==> config.mk <==
export PLATFORM = sky130hd
export DESIGN_NAME = fb_pixel_writer_flat
export DESIGN_NICKNAME = d
export VERILOG_FILES = /design/src/rtl/fb_pixel_writer_if.sv /design/src/rtl/fb_pixel_writer.sv /design/src/flat_wrapper.sv
export SDC_FILE = /design/constraint.sdc
export NUM_CORES = 1
export LEC_CHECK = 0
export ABC_AREA = 0
export ABC_CLOCK_PERIOD_IN_PS = 8200
export CAP_MARGIN = 30
export CORE_UTILIZATION = 35
export DETAILED_ROUTE_END_ITERATION = 10
export DONT_BUFFER_PORTS = 1
export PLACE_DENSITY_LB_ADDON = 0.05
export SLEW_MARGIN = 10
export SYNTH_ARGS = -nofsm -noshare
export SYNTH_HDL_FRONTEND = slang
export SYNTH_SLANG_ARGS = --single-unit
==> constraint.sdc <==
create_clock -name clk_in -period 8.2 [get_ports clk_in]
set_clock_uncertainty 0.2 [all_clocks]
set_input_delay 0.82 -clock clk_in [delete_from_list [all_inputs] [get_ports clk_in]]
set_output_delay 0.82 -clock clk_in [all_outputs]
set_load 0.01 [all_outputs]
==> src/rtl/fb_pixel_writer_if.sv <==
// ---------------------------------------------------------------------------
// fb_pixel_writer_if
// Purpose : bundles the pixel stream handshake (from the line drawer) and the
//           single-port framebuffer write port used by fb_pixel_writer.
// Signals :
//   pix_valid            pixel present (driven by the drawer's "drawing")
//   pix_x / pix_y        signed pixel coordinates
//   pix_color            pixel colour
//   pix_ready            writer can accept a pixel (drives the drawer's "oe")
//   mem_grant            memory accepts the presented write this cycle
//   mem_addr/data/we     framebuffer write port
// Modports:
//   master : pixel source + memory model side
//   slave  : fb_pixel_writer side
// ---------------------------------------------------------------------------
interface fb_pixel_writer_if #(
  parameter int unsigned COORD_WIDTH = 16,
  parameter int unsigned COLOR_WIDTH = 8,
  parameter int unsigned ADDR_WIDTH  = 17
);

  logic                          pix_valid;
  logic signed [COORD_WIDTH-1:0] pix_x;
  logic signed [COORD_WIDTH-1:0] pix_y;
  logic [COLOR_WIDTH-1:0]        pix_color;
  logic                          pix_ready;

  logic                          mem_grant;
  logic [ADDR_WIDTH-1:0]         mem_addr;
  logic [COLOR_WIDTH-1:0]        mem_data;
  logic                          mem_we;

  modport master (
    output pix_valid, pix_x, pix_y, pix_color, mem_grant,
    input  pix_ready, mem_addr, mem_data, mem_we
  );

  modport slave (
    input  pix_valid, pix_x, pix_y, pix_color, mem_grant,
    output pix_ready, mem_addr, mem_data, mem_we
  );

endinterface

==> src/rtl/fb_pixel_writer.sv <==
// ---------------------------------------------------------------------------
// fb_pixel_writer
// Purpose : takes the line drawer's pixel stream, clips off-screen pixels,
//           converts (x,y) to a linear address in a two-stage pipeline and
//           writes the pixel into a single-port framebuffer. An optional
//           clear engine fills the whole framebuffer with one colour.
// Ports   :
//   clk_in        single clock
//   rst_in        synchronous active-high reset
//   bus           fb_pixel_writer_if.slave (pixel stream + memory write port)
//   clear_start   one-cycle clear request (honoured only when idle)
//   clear_color   fill colour, sampled when clear_start is accepted
//   clipped_count saturating count of pixels dropped by clipping
//   busy          pipeline holds a pixel or the clear FSM is not idle
//   clear_done    one-cycle pulse after the last clear write
// Config  : define FB_PIXEL_WRITER_CLEAR_EN to build the clear engine
//           (DRAIN/CLEAR states). Without it the block is permanently idle,
//           clear_start/clear_color are ignored and clear_done is tied 0.
// ---------------------------------------------------------------------------
module fb_pixel_writer #(
  parameter int unsigned COORD_WIDTH = 16,
  parameter int unsigned FB_WIDTH    = 320,
  parameter int unsigned FB_HEIGHT   = 240,
  parameter int unsigned COLOR_WIDTH = 8,
  parameter int unsigned ADDR_WIDTH  = 17
) (
  input  logic                   clk_in,
  input  logic                   rst_in,
  fb_pixel_writer_if.slave       bus,
  input  logic                   clear_start,
  input  logic [COLOR_WIDTH-1:0] clear_color,
  output logic [15:0]            clipped_count,
  output logic                   busy,
  output logic                   clear_done
);

  localparam logic [ADDR_WIDTH-1:0]         FBW_A = ADDR_WIDTH'(FB_WIDTH);
  localparam logic signed [COORD_WIDTH-1:0] FBW_C = COORD_WIDTH'(FB_WIDTH);
  localparam logic signed [COORD_WIDTH-1:0] FBH_C = COORD_WIDTH'(FB_HEIGHT);
  localparam logic [15:0]                   CLIP_MAX = 16'hFFFF;

  // Stage 1: raw coordinates, colour and in-bounds flag
  logic                          r_s1_valid;
  logic signed [COORD_WIDTH-1:0] r_s1_x;
  logic signed [COORD_WIDTH-1:0] r_s1_y;
  logic [COLOR_WIDTH-1:0]        r_s1_color;
  logic                          r_s1_inb;

  // Stage 2: linear address and colour, presented to memory
  logic                          r_s2_valid;
  logic [ADDR_WIDTH-1:0]         r_s2_addr;
  logic [COLOR_WIDTH-1:0]        r_s2_color;
  logic                          r_s2_inb;

  logic [15:0]                   r_clip_cnt;

  logic                          w_idle;
  logic                          w_clip_zero;
  logic                          w_in_bounds;
  logic                          w_s2_retire;
  logic                          w_s2_adv;
  logic                          w_pix_ready;
  logic                          w_handshake;
  logic [ADDR_WIDTH-1:0]         w_lin_addr;

  // Negative coordinates have the sign bit set; the upper limits are signed compares
  assign w_in_bounds = !bus.pix_x[COORD_WIDTH-1] && (bus.pix_x < FBW_C) &&
                       !bus.pix_y[COORD_WIDTH-1] && (bus.pix_y < FBH_C);

  // Address is only meaningful for in-bounds entries, so the unsigned view is safe
  assign w_lin_addr = ADDR_WIDTH'($unsigned(r_s1_y)) * FBW_A +
                      ADDR_WIDTH'($unsigned(r_s1_x));

  // An in-bounds entry retires on grant; an out-of-bounds one retires at once
  assign w_s2_retire = r_s2_valid && (!r_s2_inb || bus.mem_grant);
  assign w_s2_adv    = !r_s2_valid || w_s2_retire;

  // Built only from state and mem_grant, never from pix_valid
  assign w_pix_ready = w_idle && (!r_s1_valid || w_s2_adv) && !rst_in;
  assign w_handshake = bus.pix_valid && w_pix_ready;

  assign bus.pix_ready = w_pix_ready;

  // Two-stage pixel pipeline
  always_ff @(posedge clk_in) begin
    if (rst_in) begin
      r_s1_valid <= 1'b0;
      r_s1_x     <= '0;
      r_s1_y     <= '0;
      r_s1_color <= '0;
      r_s1_inb   <= 1'b0;
      r_s2_valid <= 1'b0;
      r_s2_addr  <= '0;
      r_s2_color <= '0;
      r_s2_inb   <= 1'b0;
    end else begin
      if (w_handshake) begin
        r_s1_valid <= 1'b1;
        r_s1_x     <= bus.pix_x;
        r_s1_y     <= bus.pix_y;
        r_s1_color <= bus.pix_color;
        r_s1_inb   <= w_in_bounds;
      end else if (w_s2_adv) begin
        r_s1_valid <= 1'b0;
      end

      // S2 payload only reloads from a real S1 entry, keeping the port quiet otherwise
      if (w_s2_adv) begin
        r_s2_valid <= r_s1_valid;
        if (r_s1_valid) begin
          r_s2_addr  <= w_lin_addr;
          r_s2_color <= r_s1_color;
          r_s2_inb   <= r_s1_inb;
        end
      end
    end
  end

  // Saturating count of clipped pixels, zeroed when a clear is accepted
  always_ff @(posedge clk_in) begin
    if (rst_in) begin
      r_clip_cnt <= '0;
    end else if (w_clip_zero) begin
      r_clip_cnt <= '0;
    end else if (r_s2_valid && !r_s2_inb && (r_clip_cnt != CLIP_MAX)) begin
      r_clip_cnt <= r_clip_cnt + 16'd1;
    end
  end

  assign clipped_count = r_clip_cnt;
  assign busy          = r_s1_valid || r_s2_valid || !w_idle;

`ifdef FB_PIXEL_WRITER_CLEAR_EN

  localparam int unsigned           FB_PIXELS = FB_WIDTH * FB_HEIGHT;
  localparam logic [ADDR_WIDTH-1:0] LAST_ADDR = ADDR_WIDTH'(FB_PIXELS - 1);

  typedef enum logic [1:0] {
    ST_IDLE  = 2'd0,
    ST_DRAIN = 2'd1,
    ST_CLEAR = 2'd2
  } state_t;

  state_t                 r_state;
  logic [ADDR_WIDTH-1:0]  r_clr_addr;
  logic [COLOR_WIDTH-1:0] r_clr_color;
  logic                   r_clr_done;
  logic                   w_clearing;

  assign w_idle      = (r_state == ST_IDLE);
  assign w_clearing  = (r_state == ST_CLEAR);
  assign w_clip_zero = w_idle && clear_start;

  // Clear engine: wait for the pipeline to empty, then sweep every address
  always_ff @(posedge clk_in) begin
    if (rst_in) begin
      r_state     <= ST_IDLE;
      r_clr_addr  <= '0;
      r_clr_color <= '0;
      r_clr_done  <= 1'b0;
    end else begin
      r_clr_done <= 1'b0;
      case (r_state)
        ST_IDLE: begin
          if (clear_start) begin
            r_clr_color <= clear_color;
            r_state     <= ST_DRAIN;
          end
        end
        ST_DRAIN: begin
          // A pixel accepted alongside clear_start is still in flight here
          if (!r_s1_valid && !r_s2_valid) begin
            r_clr_addr <= '0;
            r_state    <= ST_CLEAR;
          end
        end
        ST_CLEAR: begin
          if (bus.mem_grant) begin
            if (r_clr_addr == LAST_ADDR) begin
              r_clr_addr <= '0;
              r_clr_done <= 1'b1;
              r_state    <= ST_IDLE;
            end else begin
              r_clr_addr <= r_clr_addr + ADDR_WIDTH'(1);
            end
          end
        end
        default: r_state <= ST_IDLE;
      endcase
    end
  end

  // The pipeline is empty during CLEAR, so the sweep owns the write port
  assign bus.mem_we   = w_clearing || (r_s2_valid && r_s2_inb);
  assign bus.mem_addr = w_clearing ? r_clr_addr  : r_s2_addr;
  assign bus.mem_data = w_clearing ? r_clr_color : r_s2_color;
  assign clear_done   = r_clr_done;

`else

  logic w_unused_clear;

  assign w_idle         = 1'b1;
  assign w_clip_zero    = 1'b0;
  assign w_unused_clear = ^{clear_start, clear_color};

  assign bus.mem_we   = r_s2_valid && r_s2_inb;
  assign bus.mem_addr = r_s2_addr;
  assign bus.mem_data = r_s2_color;
  assign clear_done   = 1'b0;

`endif

endmodule

==> src/flat_wrapper.sv <==
// flat-port wrapper written by rule: the top's interface ports become plain ports
module fb_pixel_writer_flat 
#(
  parameter int unsigned COORD_WIDTH = 16,
  parameter int unsigned FB_WIDTH    = 320,
  parameter int unsigned FB_HEIGHT   = 240,
  parameter int unsigned COLOR_WIDTH = 8,
  parameter int unsigned ADDR_WIDTH  = 17
)
  (clk_in, rst_in, clear_start, clear_color, clipped_count, busy, clear_done, bus_pix_valid, bus_pix_x, bus_pix_y, bus_pix_color, bus_mem_grant, bus_pix_ready, bus_mem_addr, bus_mem_data, bus_mem_we);
  fb_pixel_writer_if #(.COORD_WIDTH(COORD_WIDTH), .COLOR_WIDTH(COLOR_WIDTH), .ADDR_WIDTH(ADDR_WIDTH)) bus_i ();
  input  logic clk_in;
  input  logic rst_in;
  input  logic clear_start;
  input  logic [COLOR_WIDTH-1:0] clear_color;
  output logic [15:0] clipped_count;
  output logic busy;
  output logic clear_done;
  input wire logic [$bits(bus_i.pix_valid)-1:0] bus_pix_valid;
  input wire logic [$bits(bus_i.pix_x)-1:0] bus_pix_x;
  input wire logic [$bits(bus_i.pix_y)-1:0] bus_pix_y;
  input wire logic [$bits(bus_i.pix_color)-1:0] bus_pix_color;
  input wire logic [$bits(bus_i.mem_grant)-1:0] bus_mem_grant;
  output wire logic [$bits(bus_i.pix_ready)-1:0] bus_pix_ready;
  output wire logic [$bits(bus_i.mem_addr)-1:0] bus_mem_addr;
  output wire logic [$bits(bus_i.mem_data)-1:0] bus_mem_data;
  output wire logic [$bits(bus_i.mem_we)-1:0] bus_mem_we;
  assign bus_i.pix_valid = bus_pix_valid;
  assign bus_i.pix_x = bus_pix_x;
  assign bus_i.pix_y = bus_pix_y;
  assign bus_i.pix_color = bus_pix_color;
  assign bus_i.mem_grant = bus_mem_grant;
  assign bus_pix_ready = bus_i.pix_ready;
  assign bus_mem_addr = bus_i.mem_addr;
  assign bus_mem_data = bus_i.mem_data;
  assign bus_mem_we = bus_i.mem_we;
  fb_pixel_writer #(.COORD_WIDTH(COORD_WIDTH), .FB_WIDTH(FB_WIDTH), .FB_HEIGHT(FB_HEIGHT), .COLOR_WIDTH(COLOR_WIDTH), .ADDR_WIDTH(ADDR_WIDTH)) u_core (.clk_in(clk_in), .rst_in(rst_in), .bus(bus_i), .clear_start(clear_start), .clear_color(clear_color), .clipped_count(clipped_count), .busy(busy), .clear_done(clear_done));
endmodule
; ---- Word level (Yosys, flattened, before mapping)
; Index checks and enable logic that the tools add are counted.
[totals]
reg_bits = 85
input_bits = 53
output_inout_bits = 45
[classes]
addsub = 2
n_mul = 1
n_lt_le_gt_ge = 2
eq_ne = 1
mux = 2
reduce_logical = 21
[ops]
columns = op, count
row1 = $add A17 B16 Y17, 1
row2 = $add A16 B1 Y16 const B, 1
row3 = $lt A16 B10 Y1 const B, 1
row4 = $lt A16 B9 Y1 const B, 1
row5 = $mul A16 B3 Y11 const B, 1
row6 = $ne A16 B16 Y1 const B, 1
row7 = $logic_and A1 B1 Y1, 9
row8 = $logic_not A1 Y1, 6
row9 = $logic_or A1 B1 Y1, 4
row10 = $mux W1, 2
row11 = $reduce_and A2 Y1, 1
row12 = $reduce_bool A2 Y1, 1

; ---- Longest topological paths before layout
[depth]
ltp_word = 8
ltp_mapped = 15
depth_no_buf = 15

; ---- Least setup slack after synthesis
; Ideal clock, no wire load.
[synth_path]
kind = register to register
startpoint = register u_core.r_s1_y[1]
endpoint = register u_core.r_s2_addr[16] (netlist: u_core.bus.mem_addr[16])
setup_time_ns = 0.106
arrival_time_ns = 2.989
t_required_ns = 7.894
setup_slack_ns = 4.905
path_stages_with_launch = 13
n_path_buf = 0
synth_period_minus_slack_ns = 3.295
path_cell_list = dfxtp_1 -> ha_1 -> ha_1 -> fa_1 -> a21o_1 -> a21oi_1 -> xnor2_1 -> ha_1 -> a2111oi_0 -> inv_1 -> o21ai_0 -> a21oi_1 -> o311ai_0
[synth_via]
elab_chain_cells = 2
[synth_lines]
columns = item, line
row1 = "start, declared", fb_pixel_writer.sv:45  ; logic signed [COORD_WIDTH-1:0] r_s1_y;
row2 = "start signal, assigned", fb_pixel_writer.sv:100  ; r_s1_y <= bus.pix_y;
row3 = $mul A16 B3 Y11, fb_pixel_writer.sv:71  ; assign w_lin_addr = ADDR_WIDTH'($unsigned(r_s1_y)) * FBW_A +
row4 = $add A17 B16 Y17, fb_pixel_writer.sv:71
row5 = "end signal, assigned", fb_pixel_writer.sv:111  ; r_s2_addr <= w_lin_addr;
row6 = "end, declared", fb_pixel_writer.sv:51  ; logic [ADDR_WIDTH-1:0] r_s2_addr;
; No other way between the ends.
; A chain may end at the register's enable or synchronous reset.

; ---- Final worst setup path
; Ends and elaborated chain as after synthesis.

==> impl_metrics.json <==
{
  "status": "complete, no violations",
  "crit_fanout": 3,
  "core_area_sq_mm": 0.0109,
  "initial_utilization_pct": 36.0,
  "drive_above_1_share_pct": 6.68,
  "crit_family": "compound AO/OA/AOI/OAI gates",
  "cts-buffers-inserted": 9,
  "clock-sinks": 80,
  "finalCritPeriodShare_pct": 45.3,
  "grt_overflow": 0,
  "via_count": 3085,
  "rsz0062_at_grt": "false",
  "area_delta_synth_final_pct": 8.75,
  "cp.required_ns": 8.26,
  "syn_nets": 548,
  "final_hold_viol_count": 0,
  "cp-start-kind": "flop",
  "hold_path_class": "reg2reg",
  "slowest_delay_ns": 0.41,
  "path_common_cell": "ha_1",
  "dp.cells": 588,
  "viasPerCell": 5.11,
  "setup_viol": 0,
  "antenna_found_initial": 0,
  "grt_usage_pct": 16.6,
  "post_cts_buffers": 0,
  "synth.avg_cell_area_sq_um": 8.41,
  "synth_cells": 466,
  "wire_per_inst_um": 15.0,
  "stdcell_count": 604,
  "ir_drop_mv": 0.108,
  "drtPass1Iterations": 4,
  "drc": 0,
  "slew_headroom_pct": 62.8,
  "grt_pass1_vias": 2928,
  "io_buffers": 0,
  "setup.worst_path.end_class": "flop",
  "power.density_mw_per_mm2": 202,
  "fmaxAchievable_mhz": 269,
  "async_flop_share_pct": 0,
  "tightestPinTransition_ns": 0.550,
  "dp_hpwl_mm": 6.26,
  "cap_violations": 0,
  "critPathBufInv": 1,
  "crit_chain": "ha_1, ha_1, fa_1, a21o_1, a21oi_1, xnor2_1, ha_1, a2111oi_0, inv_1, o21ai_0, a21oi_1, o311ai_0",
  "syn_area_sq_mm": 0.00392,
  "total_power_uw": 861,
  "die_area_sq_mm": 0.0116,
  "drt_wl_total_mm": 9.04,
  "clk_transition_reported_paths_ns": 0.09,
  "post-route-min-period_ns": 3.71,
  "drt_iter0_markers": 164,
  "placed_cell_area_sq_mm": 0.00404,
  "worstPathArrival_ns": 3.77,
  "cts.htree.levels": 3,
  "yosysSeqAreaShare_pct": 40.9,
  "crit_type": "reg2reg",
  "fp-row-count": 38,
  "tritoncts": "done",
  "final_common_cell": "nand2_1",
  "mostFrequentLayoutCells": "nand2_1 (117), dfxtp_1 (80), a21oi_1 (37), nand3b_1 (37)",
  "hold_buffers": 0,
  "die_w_um": 108,
  "cts_max_path_buffers": 2,
  "synth_flop_cell": "dfxtp_1",
  "final_area_sq_mm": 0.00426,
  "gp_congestion": 0.743,
  "p_leak_nw": 1.75,
  "setup-tns-final_ns": 0,
  "cts.root.buffer_cell": "clkbuf_8",
  "n_antenna_cell": 0,
  "nNetsFinal": 541,
  "yosysWarnings": 0,
  "clock_latency_ns": 0.37,
  "cts_resized": 0,
  "io_pins": 98,
  "crit_slowest_cell": "fa_1",
  "drtAntennaViolNets": 0,
  "grt_first_pass_wirelength_mm": 14.7,
  "synth_edf_count": 0,
  "die_h_um": 108,
  "ys_ff_latch": 80,
  "grt_max_degree": 83,
  "yosysUniqueCellTypes": 46,
  "final-max-slew-violation-count": 0
}
[registers in the layout, indices dropped and copies added (netlist names)]
register,cells
u_core.bus.mem_addr,17
u_core.clipped_count,16
u_core.r_s1_x,16
u_core.r_s1_y,11
u_core.bus.mem_data,8
u_core.r_s1_color,8
u_core.r_s1_inb,1
u_core.r_s1_valid,1
u_core.r_s2_inb,1
u_core.r_s2_valid,1
[through the flow]
step / hold slack [ns] / util (%) / setup slack, ns
6_report: 0.251 / 39.1 / 4.49
5_1_grt: 0.269 / 39.1 / 4.23
4_1_cts: 0.252 / 39.1 / 4.46
3_5_place_dp: 0.240 / 37.1 / 4.51
3_3_place_gp: 0.233 / 37.0 / 4.60
2_1_floorplan: 0.232 / - / 4.90
[final cells by class]
type / count / area [sq um]
timing repair buffer: 4 / 37.5
fill: 1150 / 6630
clock inverter: 7 / 96.3
inverter: 10 / 37.5
sequential: 80 / 1600
multi-input combinational: 354 / 2190
tap: 140 / 175
clock buffer: 9 / 124
[power breakdown]
group	total (mW)	switching, mW	internal (mW)
Sequential	0.426	0.0180	0.408
Clock	0.325	0.153	0.172
Combinational	0.110	0.0613	0.0483
[cell families after synthesis]
group	count (synthesis)	synth area share (%)
buffers and inverters	32	3.32
xor gates and xnor gates	25	5.59
adders and majority gates	29	9.64
AOI/OAI and AO/OA	71	11.5
muxes	3	0.830
and+or+nand+nor	225	28.2
DFF	80	40.9
other	1	0.0957
[worst reg2reg max path, cell delays in order, from the launching register on]
cell       delay [ns]
dfxtp_1          0.35
ha_1             0.30
ha_1             0.22
fa_1             0.41
a21o_1           0.19
a21oi_1          0.23
xnor2_1          0.18
ha_1             0.30
a2111oi_0        0.41
inv_1            0.11
o21ai_0          0.28
a21oi_1          0.13
o311ai_0         0.32
[worst paths after layout]
check | from | end | slack [ns] | depth (start not counted)
setup / recovery | u_core.r_s1_y[1] | u_core.bus.mem_addr[16] | 4.49 | 12
setup reg to reg | u_core.r_s1_y[1] | u_core.bus.mem_addr[16] | 4.49 | 12
hold reg to reg | u_core.r_s1_color[6] | u_core.bus.mem_data[6] | 0.25 | 2
hold / removal | u_core.r_s1_color[6] | u_core.bus.mem_data[6] | 0.25 | 2
[layer usage]
metal | up-vias | GRT usage (%) | part of all wire [%]
met5 | - | 0 | 0
met4 | 0 | 6.46 | 1.5
met3 | 13 | 5.15 | 6.5
met2 | 71 | 25.3 | 43
met1 | 1424 | 21.8 | 49
li1 | 1577 | - | -
[synthesized netlist by cell type (all sizes together), types with 2 or more instances]
master	count	area share (%)
a2111oi	2	0.93
a211oi	4	0.89
a21o	2	0.38
a21oi	37	4.7
and2	3	0.48
and3	2	0.32
and4	4	1.0
buf	8	1.0
clkbuf	14	1.3
dfxtp	80	41
fa	2	1.0
ha	27	8.6
inv	10	0.96
mux2	2	0.57
nand2	117	11
nand2b	5	0.80
nand3	8	1.1
nand3b	37	7.1
nand4	4	0.64
nor2	27	2.6
nor2b	4	0.64
nor3	7	0.89
nor4	4	0.80
o211ai	4	0.77
o21a	3	0.57
o21ai	8	1.0
o21bai	2	0.38
o22ai	2	0.32
o311ai	2	0.45
o31ai	3	0.57
xnor2	12	2.7
xor2	13	2.9
Note: power is estimated with default switching activity, not from simulation.
